[src/rtl/fifo_pkg.sv]
// Shared types and defaults for the FIFO write-side blocks.
package fifo_pkg;

    localparam int DATA_W = 32;
    typedef logic [DATA_W-1:0] data_t;

    localparam int N_REQ_DEF     = 4;
    localparam int MAX_BURST_DEF = 8;

    localparam logic [0:0] ST_IDLE  = 1'b0;
    localparam logic [0:0] ST_GRANT = 1'b1;

    typedef enum logic [0:0] {
        IDLE  = ST_IDLE,
        GRANT = ST_GRANT
    } arb_state_e;

endpackage

[src/rtl/fifo_wr_arbiter_rr_pick.sv]
// Combinational round-robin picker: first asserted valid bit found when
// scanning start, start+1, ... modulo N_REQ.
module rr_pick
    import fifo_pkg::*;
#(
    parameter int N_REQ = N_REQ_DEF
) (
    input  logic [N_REQ-1:0]         valid,
    input  logic [$clog2(N_REQ)-1:0] start,
    output logic                     found,
    output logic [$clog2(N_REQ)-1:0] idx
);

    localparam int IW = $clog2(N_REQ);
    localparam int PW = IW + 1;

    logic [PW-1:0] pos;

    // Scan from the farthest offset down so the nearest valid offset wins.
    always_comb begin
        found = 1'b0;
        idx   = '0;
        pos   = '0;
        for (int i = N_REQ - 1; i >= 0; i--) begin
            pos = {1'b0, start} + PW'(i);
            if (pos >= PW'(N_REQ)) begin
                pos = pos - PW'(N_REQ);
            end
            if (valid[pos[IW-1:0]]) begin
                found = 1'b1;
                idx   = pos[IW-1:0];
            end
        end
    end

endmodule

[src/rtl/fifo_wr_arbiter.sv]
// Round-robin write arbiter sharing one FIFO push port among N_REQ producers.
// A grant lasts up to MAX_BURST pushes; on release the next owner is picked
// in the same cycle so handoffs cost no bubble.
//
// state | meaning
// IDLE  | no owner; one arbitration cycle before the first grant
// GRANT | gnt_id owns the push port; FIFO full stalls without releasing
module fifo_wr_arbiter
    import fifo_pkg::*;
#(
    parameter int N_REQ     = N_REQ_DEF,
    parameter int MAX_BURST = MAX_BURST_DEF
) (
    input  logic                       wr_clk,
    input  logic                       wr_rst,
    input  logic [N_REQ-1:0]           req_valid,
    input  data_t [N_REQ-1:0]          req_data,
    output logic [N_REQ-1:0]           req_ready,
    input  logic                       fifo_full,
    output logic                       fifo_push,
    output data_t                      fifo_data,
    output logic                       gnt_valid,
    output logic [$clog2(N_REQ)-1:0]   gnt_id
);

    localparam int IW = $clog2(N_REQ);
    localparam int BW = $clog2(MAX_BURST + 1);

    arb_state_e      state;
    logic [IW-1:0]   rr_ptr;
    logic [BW-1:0]   burst_cnt;
    logic [IW-1:0]   next_id;
    logic [IW-1:0]   pick_start;
    logic [IW-1:0]   pick_idx;
    logic            pick_found;
    logic            granted;
    logic            cur_valid;
    logic            rel;

    assign granted   = (state == GRANT);
    assign cur_valid = req_valid[gnt_id];
    assign next_id   = (gnt_id == IW'(N_REQ - 1)) ? '0 : gnt_id + 1'b1;

    // On release the current owner becomes last in the scan order.
    assign pick_start = granted ? next_id : rr_ptr;

    rr_pick #(.N_REQ(N_REQ)) u_pick (
        .valid (req_valid),
        .start (pick_start),
        .found (pick_found),
        .idx   (pick_idx)
    );

    // Full freezes the grant: no push and no release until it clears.
    assign rel = granted && !fifo_full &&
                 (!cur_valid || (burst_cnt == BW'(MAX_BURST - 1)));

    assign fifo_push = granted && cur_valid && !fifo_full && !wr_rst;
    assign fifo_data = req_data[gnt_id];
    assign gnt_valid = granted;

    // Only the owner sees ready, and never while full or in reset.
    always_comb begin
        req_ready = '0;
        if (granted && !fifo_full && !wr_rst) begin
            req_ready[gnt_id] = 1'b1;
        end
    end

    // Grant state machine, rotation pointer and burst counter.
    always_ff @(posedge wr_clk) begin
        if (wr_rst) begin
            state     <= IDLE;
            gnt_id    <= '0;
            rr_ptr    <= '0;
            burst_cnt <= '0;
        end else begin
            case (state)
                IDLE: begin
                    if (pick_found) begin
                        gnt_id    <= pick_idx;
                        burst_cnt <= '0;
                        state     <= GRANT;
                    end
                end
                GRANT: begin
                    if (rel) begin
                        rr_ptr    <= next_id;
                        burst_cnt <= '0;
                        if (pick_found) begin
                            gnt_id <= pick_idx;
                        end else begin
                            state <= IDLE;
                        end
                    end else if (fifo_push) begin
                        burst_cnt <= burst_cnt + 1'b1;
                    end
                end
                default: state <= IDLE;
            endcase
        end
    end

endmodule

[config.mk]
export PLATFORM = sky130hd
export DESIGN_NAME = fifo_wr_arbiter
export DESIGN_NICKNAME = d
export VERILOG_FILES = /design/src/rtl/fifo_pkg.sv /design/src/rtl/fifo_wr_arbiter_rr_pick.sv /design/src/rtl/fifo_wr_arbiter.sv
export SDC_FILE = /design/constraint.sdc
export NUM_CORES = 1
export LEC_CHECK = 0
export CAP_MARGIN = 20
export CORE_MARGIN = 2
export CORE_UTILIZATION = 27
export DETAILED_ROUTE_END_ITERATION = 7
export PLACE_DENSITY = 0.8
export RECOVER_POWER = 100
export SLEW_MARGIN = 20
export SYNTH_ARGS = -nofsm -noshare
export SYNTH_HDL_FRONTEND = slang
export SYNTH_SLANG_ARGS = --single-unit
[constraint.sdc]
create_clock -name wr_clk -period 2.9 [get_ports wr_clk]
set_input_delay 0.58 -clock wr_clk [delete_from_list [all_inputs] [get_ports wr_clk]]
set_output_delay 0.58 -clock wr_clk [all_outputs]
set_load 0.01 [all_outputs]
==> summary.md <==
| Metric | Value |
|---|---|
| Status | `completed` |
| Port Buffers | `174` |
| Core Footprint | `5070 um2` |
| Register area share after synthesis | `12.7%` |
| Die Y | `76.4 um` |
| Setup TNS | `0 ns` |
| Syn_nets | `261` |
| Clock skew | `0.00354 ns` |
| Count of different cell masters after synthesis | `34` |
| First-pass GRT wire length | `10500 um` |
| Max incr delay on CP | `0.51 ns` |
| Total power | `904 uW` |
| Worst path required time | `2.32 ns` |
| M1 GR Usage | `28.1%` |
| Worst hold path class | `reg2reg` |
| Final Critical Period | `2.78 ns` |
| Setup crit end kind | `output pin` |
| Post-Synthesis Cells | `121` |
| WP buf/inv | `2` |
| Cts repair resizes | `0` |
| Met2 usage | `40.2%` |
| Grt peak-use layer | `met2` |
| Crit path max-delay family | `buffers and inverters` |
| GRT overflow | `0` |
| Root Driver | `clkbuf_8` |
| Number of diodes | `0` |
| Main synth FF type | `dfxtp_1` |
| Element type at the critical path start | `input pin` |
| Non-Filler Instances | `368` |
| Cts hold-fix bufs | `0` |
| CTS tree | `done` |
| Routed WL per cell | `18.8 um` |
| Setup repair after global routing missed its margin | `false` |
| Data arrival time of the worst path | `2.20 ns` |
| Max-slew headroom | `59.8%` |
| Final Cycle Share | `96.0%` |
| Number of global-route vias before repair | `1838` |
| Met3 global-route usage | `5.69%` |
| Die span in x | `76.4 um` |
| Clk slew on worst S/H paths | `0.05 ns` |
| Layout net count | `439` |
| Most frequent cells in the layout | `clkdlybuf4s50_1, mux4_2, dlygate4sd3_1` |
| Longest Clk Path Bufs | `2` |
| Setup Viol. Count Final | `0` |
| Antenna violations before repair | `0` |
| Synthesis-to-finish area growth | `135%` |
| Post-DP HPWL | `6080 um` |
| Netlist Area Pre-Place | `1420 um2` |
| FFs w/ async S/R, synth | `0%` |
| DR pass1 iterations | `4` |
| CTS H-tree depth | `1` |
| RePlAce Congestion | `0.807` |
| Fmax | `359 MHz` |
| Ys Warns | `0` |
| # DRC | `0` |
| Worst slew pin tran | `0.598 ns` |
| Share of layout cells above drive strength 1 | `16.1%` |
| Leakage | `1.16 nW` |
| Inst Count DP | `364` |
| Vias | `1849` |
| Clock sink count | `9` |
| MaxCap Viol Count | `0` |
| Crit-path slowest cell | `mux4_2` |
| Initial Utilization | `27.9%` |
| Cell chain of the critical path | `clkdlybuf4s50_1, mux4_2, and2_0, clkdlybuf4s50_1` |
| ANT nets after route | `0` |
| Number of synthesized register bits | `9` |
| Avg Vias per Cell | `5.02` |
| Final wirelength | `6910 um` |
| Post-CTS setup repair buffer count | `0` |
| Slew Limit Fails | `0` |
| Max VDD drop | `0.258 mV` |
| Num CTS Buffers | `3` |
| Hold Vio Cnt, Final | `0` |
| Clk Latency, worst-skew pair | `0.23 ns` |
| Number of flops mapped to enable cells by yosys | `0` |
| Setup Crit Path Kind | `in2out` |
| Commonest non-fill, non-tap cell in the layout | `clkdlybuf4s50_1` |
| Number of placement rows | `26` |
| Crit path max fanout | `4` |
| Mapped Avg Cell Area | `11.7 um2` |
| Cell area after layout | `3320 um2` |
| CP most frequent cell | `clkdlybuf4s50_1` |
| IO Count | `175` |
| Power Density | `272 nW/um2` |
| Total track usage | `23.1%` |
| DP Area | `3280 um2` |
| Largest net degree at the start of global routing | `21` |
| Drt first-iter violations | `49` |
| Die area | `5840 um2` |
## flip-flops by register name, summed over array words and instances, names as in the netlist
register and cells:
rr_ptr 2, burst_cnt 4, gnt_valid 1, gnt_id 2
## final timing paths
path / from / endpoint / slack (ns) / cells past startpoint
max reg2reg: gnt_id[0] / gnt_id[1] / 0.56 / 7
min: rr_ptr[1] / rr_ptr[1] / 0.48 / 2
max: req_valid[0] / fifo_push / 0.12 / 4
min reg2reg: rr_ptr[1] / rr_ptr[1] / 0.48 / 2
## per-stage QoR
step / util, % / hold WS [ns] / setup slack (ns)
floorplan: - / 0.453 / 0.460
global placement: 64.7 / 0.460 / 0.103
detailed placement: 64.7 / 0.479 / 0.0983
CTS: 65.6 / 0.485 / 0.0937
global route: 65.5 / 0.514 / 0.0182
finish: 65.5 / 0.483 / 0.116
## synthesized netlist by cell type (2+ instances only)
| master | count | area (um2) |
|---|---|---|
| mux4_2 | 33 | 743 |
| dfxtp_1 | 9 | 180 |
| nor2_1 | 8 | 30.0 |
| o21ai_0 | 7 | 35.0 |
| a21oi_1 | 6 | 30.0 |
| and2_1 | 5 | 31.3 |
| clkbuf_1 | 5 | 18.8 |
| ha_1 | 5 | 62.6 |
| nand2_1 | 4 | 15.0 |
| a211oi_1 | 3 | 22.5 |
| buf_2 | 3 | 15.0 |
| o21a_1 | 3 | 22.5 |
| a21o_1 | 2 | 15.0 |
| buf_1 | 2 | 7.51 |
| inv_1 | 2 | 7.51 |
| nand2b_1 | 2 | 12.5 |
| nand3_1 | 2 | 10.0 |
| nand4b_1 | 2 | 17.5 |
| nor2b_1 | 2 | 12.5 |
| o41ai_1 | 2 | 17.5 |
## cell families after synthesis
family / count (synthesis) / share of synthesized area [%]
muxes: 34 / 53.2
and+or+nand+nor: 33 / 13.2
AOI/OAI and AO/OA: 27 / 12.3
DFF: 9 / 12.7
buffers and inverters: 13 / 4.24
adders and majority gates: 5 / 4.42
## final cells by class
type	count	area [um2]
Inverter	2	7.51
Tap cell	70	87.6
Fill cell	413	1750
Clock buffer	4	45.0
Sequential cell	9	181
Multi-Input combinational cell	99	1180
Timing Repair Buffer	184	1830
## routing by layer
| metal | routed length (um) | vias to the layer above |
|---|---|---|
| li1 | - | 863 |
| met1 | 2660 | 883 |
| met2 | 3560 | 87 |
| met3 | 513 | 16 |
| met4 | 180 | 0 |
| met5 | 0 | - |
## where the power goes
group / switching [mW] / leakage (nW) / internal (mW)
sequential: 0.0148 / 0.0737 / 0.131
clock: 0.0501 / 0.0228 / 0.0958
combinational: 0.198 / 1.06 / 0.415
## worst reg2reg max path, stage by stage, from the launching register on
cell and delay [ns]:
dfxtp_2 0.58, buf_4 0.29, inv_1 0.10, ha_1 0.32, mux2i_1 0.37, a211oi_1 0.09
o21a_1 0.19, o41ai_1 0.31
No activity file was read; power rests on OpenSTA's default activity.
